<file path="config.mk">
export PLATFORM = sky130hd
export DESIGN_NAME = bitwise_accum
export DESIGN_NICKNAME = d
export VERILOG_FILES = /design/src/rtl/bitwise_pkg.sv /design/src/rtl/bitwise_op.sv /design/src/rtl/bitwise_accum.sv
export SDC_FILE = /design/constraint.sdc
export NUM_CORES = 1
export LEC_CHECK = 0
export ABC_AREA = 0
export ABC_CLOCK_PERIOD_IN_PS = 2150
export CORE_MARGIN = 5
export CORE_UTILIZATION = 54
export CTS_CLUSTER_DIAMETER = 120
export DETAILED_ROUTE_END_ITERATION = 8
export GPL_ROUTABILITY_DRIVEN = 0
export HOLD_SLACK_MARGIN = 0.06
export PLACE_DENSITY = 0.81
export RECOVER_POWER = 100
export REMOVE_ABC_BUFFERS = 1
export SETUP_SLACK_MARGIN = 0.02
export SYNTH_ARGS = -nofsm -noshare
export SYNTH_HDL_FRONTEND = slang
export SYNTH_SLANG_ARGS = --single-unit
</file>
<file path="constraint.sdc">
create_clock -name clk -period 2.15 [get_ports clk]
set_input_delay 0.43 -clock clk [delete_from_list [all_inputs] [get_ports clk]]
set_output_delay 0.43 -clock clk [all_outputs]
set_load 0.01 [all_outputs]
</file>
<file path="src/rtl/bitwise_pkg.sv">
// bitwise_pkg: op-code constants, op type and FSM state type shared by the bitwise accumulator
package bitwise_pkg;
    typedef logic [2:0] op_t;
    localparam op_t OP_AND  = 3'd0;
    localparam op_t OP_OR   = 3'd1;
    localparam op_t OP_XOR  = 3'd2;
    localparam op_t OP_NAND = 3'd3;
    localparam op_t OP_NOR  = 3'd4;
    localparam op_t OP_NOT  = 3'd5;
    localparam op_t OP_ACC  = 3'd6;
    localparam op_t OP_RSVD = 3'd7;
    typedef enum logic [1:0] {IDLE, ACCUM, HOLD} state_t;
endpackage

</file>
<file path="src/rtl/bitwise_op.sv">
// bitwise_op: combinational per-op bitwise function; reserved op yields zero and flags an error
import bitwise_pkg::*;
module bitwise_op #(
    parameter int WIDTH = 16
) (
    input  logic [WIDTH-1:0] a,
    input  logic [WIDTH-1:0] b,
    input  op_t              op,
    output logic [WIDTH-1:0] res,
    output logic             err
);
    // select the bitwise function; accumulate beats contribute a|b
    always_comb begin
        res = '0;
        err = 1'b0;
        case (op)
            OP_AND:  res = a & b;
            OP_OR:   res = a | b;
            OP_XOR:  res = a ^ b;
            OP_NAND: res = ~(a & b);
            OP_NOR:  res = ~(a | b);
            OP_NOT:  res = ~a;
            OP_ACC:  res = a | b;
            default: err = 1'b1;
        endcase
    end
endmodule

</file>
<file path="src/rtl/bitwise_accum.sv">
// bitwise_accum: handshaked bitwise ALU with multi-beat OR-accumulate; BITWISE_ACCUM_PARITY_EN adds out_parity
import bitwise_pkg::*;
module bitwise_accum #(
    parameter int WIDTH     = 16,
    parameter int MAX_BEATS = 8,
    localparam int CW       = $clog2(MAX_BEATS + 1)
) (
    input  logic             clk,
    input  logic             reset_n,
    input  logic             in_valid,
    output logic             in_ready,
    input  logic [WIDTH-1:0] in_a,
    input  logic [WIDTH-1:0] in_b,
    input  logic [2:0]       in_op,
    input  logic             in_last,
    output logic             out_valid,
    input  logic             out_ready,
    output logic [WIDTH-1:0] out,
    output logic [CW-1:0]    out_count,
    output logic             out_err
`ifdef BITWISE_ACCUM_PARITY_EN
    ,
    output logic             out_parity
`endif
);
    state_t           state, state_nx;
    logic             rdy;
    logic [WIDTH-1:0] acc, res, fold, out_d;
    logic [CW-1:0]    cnt, cnt_inc, count_d;
    logic             err_acc, res_err, err_d, bad_op;
    logic             accept, start, beat, close_acc, load;

    bitwise_op #(.WIDTH(WIDTH)) u_op (
        .a   (in_a),
        .b   (in_b),
        .op  (op_t'(in_op)),
        .res (res),
        .err (res_err)
    );

    assign fold      = in_a | in_b;
    assign bad_op    = in_op != OP_ACC;
    assign cnt_inc   = cnt + CW'(1);
    assign accept    = in_valid & in_ready;
    // a result drained in HOLD lets a same-cycle beat start a new transaction
    assign start     = accept & (state == IDLE || state == HOLD);
    assign beat      = accept & (state == ACCUM);
    assign close_acc = in_last | (cnt_inc == CW'(MAX_BEATS));
    assign load      = start ? (bad_op | in_last) : (beat & close_acc);
    assign out_d     = start ? res : (acc | fold);
    assign count_d   = start ? CW'(1) : cnt_inc;
    assign err_d     = start ? res_err : (err_acc | bad_op);

    // state register; ready is held off until the first edge after reset release
    always_ff @(posedge clk or negedge reset_n) begin
        if (!reset_n) begin
            state <= IDLE;
            rdy   <= 1'b0;
        end else begin
            state <= state_nx;
            rdy   <= 1'b1;
        end
    end

    // next-state: single-beat ops and closing beats go to HOLD, open accumulates stay in ACCUM
    always_comb begin
        state_nx = state;
        case (state)
            IDLE:    state_nx = start ? (load ? HOLD : ACCUM) : IDLE;
            ACCUM:   state_nx = beat ? (close_acc ? HOLD : ACCUM) : ACCUM;
            HOLD:    state_nx = out_ready ? (start ? (load ? HOLD : ACCUM) : IDLE) : HOLD;
            default: state_nx = IDLE;
        endcase
    end

    // handshake outputs derived from state
    always_comb begin
        in_ready  = rdy & ((state == HOLD) ? out_ready : 1'b1);
        out_valid = state == HOLD;
    end

    // accumulator, beat counter and result registers
    always_ff @(posedge clk or negedge reset_n) begin
        if (!reset_n) begin
            acc       <= '0;
            cnt       <= '0;
            err_acc   <= 1'b0;
            out       <= '0;
            out_count <= '0;
            out_err   <= 1'b0;
        end else begin
            if (start) begin
                acc     <= fold;
                cnt     <= CW'(1);
                err_acc <= 1'b0;
            end else if (beat) begin
                acc     <= acc | fold;
                cnt     <= cnt_inc;
                err_acc <= err_acc | bad_op;
            end
            if (load) begin
                out       <= out_d;
                out_count <= count_d;
                out_err   <= err_d;
            end
        end
    end

`ifdef BITWISE_ACCUM_PARITY_EN
    // parity registered alongside the result so it is held with it
    always_ff @(posedge clk or negedge reset_n) begin
        if (!reset_n)
            out_parity <= 1'b0;
        else if (load)
            out_parity <= ^out_d;
    end
`endif
endmodule

</file>
* Word level (Yosys, flattened, before mapping)
Cells that the tools add are included.
** Storage, ports and cells
- Input bits :: 40
- Output and inout bits :: 23
- Flip-flop bits (word level) :: 45
** Cells by class
- Add/sub/neg operators :: 1
- Muxes and demuxes :: 19
- Reductions and logical operators :: 6
- Equal/unequal tests :: 10
- Bitwise gates (word level) :: 15
** Operator list (count)
- one-hot mux 16 bit (6 select lines) :: 1
- two-way mux 16 bit :: 3
- NOT 16 bit :: 3
- bitwise OR 16 bit :: 2
- bitwise AND 16 bit :: 1
- bitwise XOR 16 bit :: 1
- two-way mux 4 bit :: 3
- two-way mux 2 bit :: 5
- equality test 3 bit (second input constant) :: 3
- OR reduction 7 bit :: 1
- equality test 3 x 2 -> 1 bit (second input constant) :: 2
- two-way mux 1 bit :: 6
- one-hot mux 2 bit (3 select lines) :: 1
- bitwise AND 1 bit :: 5
- adder 4 x 1 -> 4 bit (second input constant) :: 1
- equality test 4 bit (second input constant) :: 1
- equality test 3 x 1 -> 1 bit (second input constant) :: 1
- zero test 3 bit :: 1
- != test 3 bit (second input constant) :: 1
- bitwise OR 1 bit :: 3
- equality test 2 x 1 -> 1 bit (second input constant) :: 1
- equality test 2 bit (second input constant) :: 1
- zero test 2 bit :: 1
- nonzero test 2 bit :: 1
- 2 further kinds :: 2

* Depth between registers and ports, before layout
Gate-level depths: netlist (run 1).
- Depth in word-level cells :: 11
- Gate-level depth with buffers :: 7
- Depth with buffers taken out :: 6

* Modules after synthesis
Synthesis (run 1) repeated with hierarchy kept, for this count alone.
** Unflattened totals
- Cell total of the unflattened synthesis :: 433
- Area total of the unflattened synthesis :: 3916.3 sq um
** By module, submodules not included
- bitwise_accum :: area each 2287.2 sq um, instances 1, cells an instance 199
- bitwise_op :: area each 1629.1 sq um, instances 1, cells an instance 234

* Worst setup path after synthesis (run 1)
Ideal clock, no wire load.
- Kind :: input port to flip-flop
- Start point :: input in_op[1]
- End point :: register out[12]
- Cell stages on the path :: 6
- Data required time :: 2.024 ns
- Arrival :: 1.672 ns
- Path slack :: 0.352 ns
- Path buffers :: 2
- Path through :: buf_6 -> nor4bb_1 -> or4_4 -> o21a_1 -> buf_6 -> a221o_1
** Between the ends
- Word-level cells in the longest chain between the ends :: 4
- Elaborated cells between the ends (all ways) :: 13
- Those cells by class :: 7 x eq/ne; 3 x mux; 1 x bitwise; 2 x reduce/logical
** Ends and longest elaborated chain
- from (decl) :: line bitwise_accum.sv:14 : input logic [2:0] in_op,
- equality test 3 x 1 -> 1 bit or equality test 3 bit (tied branches) :: line bitwise_op.sv:16 : case (op)
- OR reduction 2 bit (no line)
- one-hot mux 16 bit (6 select lines) :: line bitwise_op.sv:16
- two-way mux 16 bit :: line bitwise_accum.sv:50 : assign out_d = start ? res : (acc | fold);
- to (signal assigned) :: line bitwise_accum.sv:102 : out <= out_d;
- to (decl) :: line bitwise_accum.sv:18 : output logic [WIDTH-1:0] out,
Parallel ways exist; a longest one is shown, timed or not.
A chain may end at the register's enable or synchronous reset.

* Final worst setup path (run 1)
- Start point :: input out_ready
- End point :: register out[11]
** Between the ends
- Word-level cells in the longest chain between the ends :: 6
- Elaborated cells between the ends (all ways) :: 8
- Those cells by class :: 3 x mux; 5 x bitwise
** Ends and longest elaborated chain
- from (decl) :: line bitwise_accum.sv:17 : input logic out_ready,
- two-way mux 1 bit * :: line bitwise_accum.sv:78 : in_ready = rdy & ((state == HOLD) ? out_ready : 1'b1);
- bitwise AND 1 bit * :: line bitwise_accum.sv:78
- bitwise AND 1 bit * :: line bitwise_accum.sv:44 : assign accept = in_valid & in_ready;
- bitwise AND 1 bit :: line bitwise_accum.sv:47 : assign beat = accept & (state == ACCUM);
- bitwise AND 1 bit :: line bitwise_accum.sv:49 : assign load = start ? (bad_op | in_last) : (beat & close_acc);
- two-way mux 1 bit :: line bitwise_accum.sv:49
Mark *: on every way between the ends. The rest lies on a longest branch, timed or not.

==> results of run 1 <==
==> routing by layer <==
metal | wire [um] | vias to the layer above | GRT usage
li1 | - | 1604 | -
met1 | 4111 | 1619 | 0.2886
met2 | 4775 | 114 | 0.3877
met3 | 597 | 14 | 0.02977
met4 | 142 | 0 | 0.06349
met5 | 0 | - | 0
==> power by group <==
group / internal (uW) / switching [uW]
Clock: 255 / 277
Sequential: 1170 / 245
Combinational: 790 / 704
==> metrics by stage <==
stage / instance area [um^2] / hold slack [ns] / power (uW) / setup WS [ns]
finish: 4636 / 0.4263 / 3443 / 0.08218
CTS: 4683 / 0.2265 / 3574 / 0.05023
floorplan: 3582 / 0.1344 / 2184 / 0.2142
global route: 4636 / 0.5150 / 3671 / 0.02632
detailed placement: 4596 / 0.4665 / 3034 / -0.3422
global placement: 4596 / 0.4552 / 2956 / -0.2472
==> layout make-up <==
class	count	share of cell area
Multi-Input combinational cell	290	0.4955
Clock buffer	7	0.01862
Inverter	37	0.02996
Sequential cell	45	0.2429
Tap cell	80	0.02159
Timing Repair Buffer	98	0.1914
==> layout by cell type, fill, tap and decap left out, types with 4 or more instances in the layout <==
master	count
dfrtp_1	45
inv_1	36
clkdlybuf4s50_1	35
ha_1	33
nand2_1	32
o21ai_0	25
buf_4	24
nor2b_1	22
dlygate4sd3_1	22
a211oi_1	18
mux2i_1	18
nor4bb_1	17
o211ai_1	11
a21oi_1	10
nor2_1	7
nand2b_1	7
xor2_1	7
a221o_1	7
o221ai_2	6
clkbuf_8	6
clkbuf_1	6
or2_2	5
o31a_1	5
nor3b_1	5
nor4b_1	5
o221ai_1	4
mux2_2	4
==> worst paths after layout <==
check                                    start                       end  depth (start not counted)
hold / removal                         reset_n       acc[11]$_DFFE_PN0P_                          2
max in group asynchronous              reset_n  out_count[1]$_DFFE_PN0N_                          2
min in group clk           acc[12]$_DFFE_PN0P_       acc[12]$_DFFE_PN0P_                          2
setup reg to reg            state[1]$_DFF_PN0_       out[11]$_DFFE_PN0N_                          6
setup / recovery                     out_ready       out[11]$_DFFE_PN0N_                          7
hold reg to reg            acc[12]$_DFFE_PN0P_       acc[12]$_DFFE_PN0P_                          2
==> state kept, by name, summed over array words and instances (netlist names) <==
name and count:
acc 16, rdy 1, cnt 4, err_acc 1, out_err 1, out_count 4
state 2, out 16
==> kinds of logic (layout without fill, tap and decap cells) <==
logic type | after synthesis | count (layout) | share of synthesized area
AND/OR/NAND/NOR | 115 | 115 | 0.1921
adder cells (fa/ha/maj) | 33 | 33 | 0.1103
buffers and inverters | 69 | 142 | 0.08052
flip-flops | 45 | 45 | 0.3007
multiplexers | 25 | 25 | 0.07217
AO/OA/AOI/OAI | 107 | 107 | 0.2222
XOR/XNOR | 9 | 9 | 0.02105
other | 1 | 1 | 0.001001
==> worst register-to-register path: cells and delay by family, from the launching register on <==
family / cells / cell delay [ns]
buffers and inverters: 2 / 0.30
DFF: 1 / 0.43
and+or+nand+nor: 3 / 0.96
AOI/OAI and AO/OA: 1 / 0.20
==> impl_metrics.json, run 1 <==
{
  "fin_nets": 550,
  "synth_seq_area_share": 0.3007,
  "wire_per_inst_um": 17.28,
  "portBuffers": 62,
  "hold_buffers": 0,
  "vias": 3351,
  "seq_area_um2": 1126,
  "dr.pass1.iters": 5,
  "cap_violations": 0,
  "max_freq_mhz": 483.6,
  "outcome": "finished, final reports clean",
  "rsz0062_at_grt": "no",
  "area_growth_pct": 23.79,
  "max_slew_margin": 0.2453,
  "synth_most_common_cell": "dfrtp_1",
  "num_antenna_cells": 0,
  "r2r_slack_ns": 0.17,
  "worstHoldPathType": "in -> async",
  "avgSynthCellArea_um2": 9.269,
  "syn_inst": 404,
  "stdcell_count": 557,
  "yosys_warnings": 0,
  "clockBufferDepth": 2,
  "synthFlopType": "dfrtp_1",
  "cp-end-kind": "flop",
  "vias_per_cell": 6.016,
  "synth.top_cell.area_share": 0.3007,
  "synth_area_leader_cell": "dfrtp_1",
  "cts_tree": "yes",
  "cts_made_buffers": 5,
  "final_max_slew_viol_count": 0,
  "grt_pass1_wl_mm": 15.70,
  "drt_iter0_drc": 262,
  "synth-edff-count": 0,
  "die_x_um": 93.28,
  "start_util": 0.5543,
  "coreArea_um2": 6756,
  "critPathTopFamily": "simple AND/OR/NAND/NOR gates",
  "grt.overflow.total": 0,
  "wirelength_mm": 9.626,
  "setup_tns_ns": 0,
  "synth.distinct_cells": 54,
  "cts_setup_buffers": 0,
  "grt_max_degree": 64,
  "critPathKind": "in -> reg",
  "clk_pin_slew_ns": 0.09,
  "cp_slowest_stage_delay_ns": 0.53,
  "slowest_stage": "or4_4",
  "cts_resized": 2,
  "arrival_ns": 2.27,
  "fillers": 542,
  "irDropWorstVdd_mv": 0.3089,
  "root_buffer": "clkbuf_8",
  "dp_hpwl_mm": 7.052,
  "htreeDepth": 2,
  "powerDensity_nw_per_um2": 742.7,
  "finalCritPeriodShare": 0.9618,
  "synthesis.area_um2": 3745,
  "die_area_um2": 8700,
  "synth_seq_cells": 45,
  "io_pins": 63,
  "synth_commonest_cells": "45 x dfrtp_1, 36 x inv_1, 33 x ha_1",
  "drc": 0,
  "hold_viol_final": 0,
  "worstMarginPinSlew_ns": 1.132,
  "clock_sinks": 45,
  "multi_input_area_um2": 2297,
  "crit_chain": "clkdlybuf4s50_1 > nor2b_1 > or4_4 > clkbuf_1 > or2_4 > buf_6 > o221ai_1",
  "drive_gt1_frac": 0.1321,
  "fin_skew_ns": 0.01147,
  "cp_max_fo": 10,
  "p_leak_uw": 0.002152,
  "antenna_left": 0,
  "post-place-cells": 550,
  "die_h_um": 93.28,
  "grt_pass1_vias": 3354,
  "antenna_found_initial": 0,
  "clk_latency_ns": 0.30,
  "setup_viol": 0,
  "synth-async-reset-ratio": 1.000,
  "required_ns": 2.36,
  "num_rows": 30,
  "start_kind": "input pin",
  "synthTopCellsByArea": "dfrtp_1 30%, ha_1 11%, mux2i_1 4.8%, nor4bb_1 4.5%, o221ai_2 4.0%",
  "path_buf_inv": 3,
  "final_core_util": 0.6861,
  "track_usage": 0.2230,
  "layout_min_cycle_time_ns": 2.068
}
Note: power is estimated with default switching activity, not from simulation.
==> run 2: changes to the inputs <==
- SETUP_SLACK_MARGIN: 0.02 -> 0.4
==> impl_metrics.json, run 2 (synthesized netlist as in run 1, its figures left out) <==
{
  "io_pins": 63,
  "clockBufferDepth": 2,
  "switching_share": 0.3695,
  "coreArea_um2": 6756,
  "final_cell_mix": "44 x dfrtp_1, 34 x inv_1, 31 x ha_1",
  "reg2reg_depth": 9,
  "p_leak_uw": 0.002330,
  "start_kind": "flop",
  "grt_pass1_wl_mm": 16.91,
  "seq_power_share": 0.385,
  "htreeDepth": 2,
  "wirelength_mm": 10.99,
  "wire_per_inst_um": 19.28,
  "grt_pass1_vias": 3570,
  "final_core_util": 0.7496,
  "drive_gt1_frac": 0.2531,
  "clk_pin_slew_ns": 0.09,
  "setup_tns_ns": 0,
  "grt_max_degree": 46,
  "track_usage": 0.2418,
  "required_ns": 2.32,
  "portBuffers": 62,
  "final_common_cell": "dfrtp_1",
  "intPower_uw": 2384,
  "p_comb_frac": 0.471,
  "grt.overflow.total": 0,
  "area_growth_pct": 35.25,
  "cp-end-kind": "flop",
  "dr.pass1.iters": 5,
  "die_x_um": 93.28,
  "seq_area_um2": 1127,
  "vias_per_cell": 6.286,
  "die_area_um2": 8700,
  "num_rows": 30,
  "slowest_stage": "or3_4",
  "setup_ws_ns": 0.1736,
  "finalCritPeriodShare": 0.9193,
  "worstHoldPathType": "in -> async",
  "antenna_left": 0,
  "rsz0062_at_grt": "yes",
  "cp_common_cell": "buf_6",
  "cts_tree": "yes",
  "layout_min_cycle_time_ns": 1.976,
  "cts_made_buffers": 5,
  "cap_violations": 0,
  "irDropWorstVdd_mv": 0.3267,
  "clk_latency_ns": 0.31,
  "powerDensity_nw_per_um2": 746.5,
  "fin_nets": 563,
  "worstMarginPinSlew_ns": 1.112,
  "arrival_ns": 2.15,
  "clock_sinks": 45,
  "fin_area_um2": 5065,
  "final_max_slew_viol_count": 0,
  "hold_viol_final": 0,
  "outcome": "finished, final reports clean",
  "num_antenna_cells": 0,
  "r2r_slack_ns": 0.17,
  "multi_input_area_um2": 2514,
  "dp_hpwl_mm": 7.052,
  "root_buffer": "clkbuf_8",
  "max_slew_margin": 0.2585,
  "path_buf_inv": 5,
  "placed_area_um2": 4596,
  "fillers": 451,
  "timing.rr.end": "acc[12]$_DFFE_PN0P_",
  "start_util": 0.5543,
  "antenna_found_initial": 0,
  "vias": 3583,
  "cp_max_fo": 5,
  "critPathTopFamily": "buffers and inverters",
  "critPathKind": "reg -> reg",
  "power_uw": 3781,
  "switchingPower_uw": 1397,
  "die_h_um": 93.28,
  "cp_slowest_stage_delay_ns": 0.43,
  "dp_slack_ns": -0.3422,
  "biggestRegsByFlops": "acc: 16 flops, out: 16 flops",
  "drc": 0,
  "fin_skew_ns": 0.01247,
  "setup_viol": 0,
  "r2r-start": "rdy$_DFF_PN0_",
  "crit_chain": "nand2_1 > clkdlybuf4s25_1 > buf_6 > buf_6 > buf_6 > or3_4 > clkbuf_2 > nand2_2 > o21ai_1",
  "clkPwrFrac": 0.144,
  "drt_iter0_drc": 309,
  "hold_buffers": 0,
  "max_freq_mhz": 506.0
}
## run 2: layout make-up
type | instances | share of cell area
multi-input cells | 290 | 0.4963
flip-flops and latches | 45 | 0.2226
repair buffers | 111 | 0.2169
inverters | 37 | 0.02742
well taps | 80 | 0.01976
clock buffers | 7 | 0.01705
## run 2: worst max path at each step
| stage | from | endpoint | slack, ns | cells after the start |
|---|---|---|---|---|
| floorplan | cnt[0]$_DFFE_PN0P_ | out_count[2]$_DFFE_PN0N_ | 0.21 | 4 |
| global placement | in_op[2] | out[3]$_DFFE_PN0N_ | -0.25 | 6 |
| detailed placement | in_op[2] | out[9]$_DFFE_PN0N_ | -0.34 | 6 |
| CTS | state[1]$_DFF_PN0_ | out[9]$_DFFE_PN0N_ | 0.28 | 6 |
| global route | cnt[0]$_DFFE_PN0P_ | out_count[0]$_DFFE_PN0N_ | 0.09 | 6 |
| finish | rdy$_DFF_PN0_ | acc[12]$_DFFE_PN0P_ | 0.17 | 9 |
## run 2: repair_timing
action | in CTS | in global routing
setup endpoints to repair | 22 | 42
buffers inserted | 7 | 3
resized for setup | 45 | 70
gates cloned | 2 | 1
pin swaps | 33 | 25
## run 2: metal layers
metal | vias up | global-route usage | share of wire
li1 | 1636 | - | -
met1 | 1765 | 0.2998 | 0.41
met2 | 149 | 0.4133 | 0.50
met3 | 33 | 0.04586 | 0.065
met4 | 0 | 0.09402 | 0.022
met5 | - | 0 | 0
## run 2: per-stage QoR
stage | std cells | hold slack, ns
final | 570 | 0.4113
after global routing | 570 | 0.5158
after CTS | 566 | 0.2264
after detailed placement | 550 | 0.4665
after global placement | 550 | 0.4552
after floorplan | 372 | 0.1344
## run 2: power groups by stage
stage / registers, uW / logic [uW] / clock network, uW
after floorplan: 1440 / 746 / 0
after detailed placement: 1430 / 1610 / 0
after CTS: 1420 / 1700 / 547
after global routing: 1490 / 1920 / 575
final: 1450 / 1780 / 546
after global placement: 1410 / 1540 / 0
==> run 3: changes to the inputs <==
- ABC_AREA: 0 -> 1
- CORE_UTILIZATION: 54 -> 55
- CTS_BUF_LIST: not set -> sky130_fd_sc_hd__clkbuf_4 sky130_fd_sc_hd__clkbuf_8
- PLACE_DENSITY: 0.81 -> 0.83
==> impl_metrics.json, run 3 <==
{
  "outcome": "finished, final reports clean",
  "start_util": 0.5652,
  "synth_seq_cells": 45,
  "powerDensity_nw_per_um2": 831.9,
  "r2r-start": "state[0]$_DFF_PN0_",
  "r2r_slack_ns": 0.39,
  "clock_sinks": 45,
  "synth_compound_area_frac": 0.08976,
  "drt_iter0_drc": 191,
  "antenna_left": 0,
  "track_usage": 0.2324,
  "coreArea_um2": 6314,
  "num_antenna_cells": 0,
  "worstHoldPathType": "in -> async",
  "arrival_ns": 1.96,
  "vias_per_cell": 5.438,
  "worstMarginPinSlew_ns": 1.105,
  "grt_pass1_wl_mm": 16.13,
  "cts_tree": "yes",
  "wire_per_inst_um": 14.18,
  "fin_nets": 680,
  "final_cell_mix": "177 x nand2_1, 74 x inv_1, 45 x dfrtp_1",
  "rsz0062_at_grt": "yes",
  "max_freq_mhz": 568.7,
  "seq_power_share": 0.391,
  "clk_pin_slew_ns": 0.08,
  "dp_hpwl_mm": 6.643,
  "synth.distinct_cells": 30,
  "root_buffer": "clkbuf_8",
  "num_rows": 29,
  "post-place-cells": 673,
  "synth_fa_ha_area_frac": 0.1157,
  "die_area_um2": 8199,
  "die_h_um": 90.55,
  "synthXorXnorAreaFrac": 0,
  "wirelength_mm": 9.716,
  "cp_max_fo": 21,
  "synth-edff-count": 0,
  "cp-end-kind": "flop",
  "drive_gt1_frac": 0.08553,
  "synth_seq_area_share": 0.3156,
  "synth-simple-area-share": 0.3573,
  "syn_inst": 534,
  "critPathKind": "reg -> reg",
  "clk_latency_ns": 0.30,
  "biggestRegsByFlops": "acc: 16 flops, out: 16 flops",
  "clkPwrFrac": 0.142,
  "stdcell_count": 685,
  "required_ns": 2.35,
  "clockBufferDepth": 2,
  "grt.overflow.total": 0,
  "grt_max_degree": 46,
  "portBuffers": 62,
  "final_max_slew_viol_count": 0,
  "htreeDepth": 2,
  "synth_most_common_cell": "nand2_1",
  "fillers": 517,
  "final_common_cell": "nand2_1",
  "setup_viol": 0,
  "die_x_um": 90.55,
  "synth-async-reset-ratio": 1.000,
  "switching_share": 0.3907,
  "layout_min_cycle_time_ns": 1.758,
  "intPower_uw": 2273,
  "synth.top_cell.area_share": 0.3156,
  "synthTopCellsByArea": "dfrtp_1 32%, nand2_1 19%, ha_1 12%, inv_1 7.8%, nand3_1 5.9%",
  "start_kind": "flop",
  "synth_commonest_cells": "177 x nand2_1, 74 x inv_1, 45 x dfrtp_1",
  "antenna_found_initial": 0,
  "hold_buffers": 0,
  "synth_area_leader_cell": "dfrtp_1",
  "p_comb_frac": 0.467,
  "switchingPower_uw": 1458,
  "p_leak_uw": 0.002478,
  "synth_top_family_by_area": "simple AND/OR/NAND/NOR gates",
  "finalCritPeriodShare": 0.8178,
  "fin_skew_ns": 0.004451,
  "grt_pass1_vias": 3617,
  "avgSynthCellArea_um2": 6.682,
  "timing.rr.end": "out[4]$_DFFE_PN0N_",
  "synthFlopType": "dfrtp_1",
  "final_core_util": 0.7103,
  "dr.pass1.iters": 7,
  "vias": 3725,
  "synthMuxAreaShare": 0,
  "cap_violations": 0,
  "area_growth_pct": 25.67,
  "drc": 0,
  "irDropWorstVdd_mv": 0.5425,
  "whs_ns": 0.4116,
  "reg2reg_depth": 9,
  "hold_viol_final": 0,
  "yosys_warnings": 0,
  "synthesis.area_um2": 3568,
  "max_slew_margin": 0.2632,
  "io_pins": 63,
  "cts_made_buffers": 5,
  "cp-startpoint": "state[0]$_DFF_PN0_"
}
==> run 3: logic make-up (layout without fill, tap and decap cells) <==
group                    count (synthesis)  after routing
AND/OR/NAND/NOR                        296            298
adder cells (fa/ha/maj)                 33             33
buffers and inverters                  103            175
flip-flops                              45             45
other                                    1              1
AO/OA/AOI/OAI                           56             56
==> run 3: area by class of cell <==
cell class,instances,area [um^2],share of cell area
Timing Repair Buffer,90,847.1,0.1889
Sequential cell,45,1126,0.2511
Tap cell,77,96.34,0.02148
Clock buffer,6,76.32,0.01702
Multi-Input combinational cell,388,2037,0.4542
Inverter,77,291.5,0.06501
Clock inverter,2,10.01,0.002232
==> run 3: stage by stage <==
| step | area (um^2) | TNS, ns | total power (uW) | setup slack, ns |
|---|---|---|---|---|
| after detailed placement | 4362 | -2.187 | 3253 | -0.1012 |
| after global placement | 4362 | -1.069 | 3191 | -0.04379 |
| final | 4484 | 0 | 3731 | 0.3917 |
| after global routing | 4484 | 0 | 4037 | 0.2029 |
| after CTS | 4466 | 0 | 3803 | 0.3367 |
| after floorplan | 3430 | 0 | 2396 | 0.1204 |
==> run 3: metal layers <==
metal	wire length (um)	up-vias	GRT usage
met5	0	-	0
met4	292	0	0.09181
met3	668	26	0.03000
met2	4698	151	0.3965
met1	4056	1706	0.2958
li1	-	1842	-
==> run 3: worst max-delay path by stage <==
stage | endpoint | slack [ns] | cells past startpoint
3_3_place_gp | out[4]$_DFFE_PN0N_ | -0.04 | 9
2_1_floorplan | out[10]$_DFFE_PN0N_ | 0.12 | 9
3_5_place_dp | out[4]$_DFFE_PN0N_ | -0.10 | 9
5_1_grt | out[9]$_DFFE_PN0N_ | 0.20 | 9
6_report | out[4]$_DFFE_PN0N_ | 0.39 | 9
4_1_cts | in_ready | 0.34 | 6
==> run 3: worst max-delay path: stages, from the launching register on <==
cell and delay, ns:
dfrtp_1 0.43, nor2_1 0.15, nand2_1 0.14, nand4_4 0.12
buf_12 0.18, nor2_4 0.05, inv_1 0.24, nand2_4 0.18
nand2_1 0.10, nand2_1 0.05
==> run 3: power by group through the flow <==
| stage | clock network (uW) | registers, uW | logic, uW |
|---|---|---|---|
| finish | 531 | 1460 | 1740 |
| global route | 576 | 1510 | 1960 |
| CTS | 540 | 1470 | 1790 |
| detailed placement | 0 | 1480 | 1780 |
| global placement | 0 | 1470 | 1720 |
| floorplan | 0 | 1530 | 866 |
==> run 3: timing repair <==
item | CTS | global route
setup endpoints to repair | 43 | 23
pin swaps | 1 | 2
gates resized for setup | 9 | 10
cloned | 1 | 2
setup buffers | 0 | 1
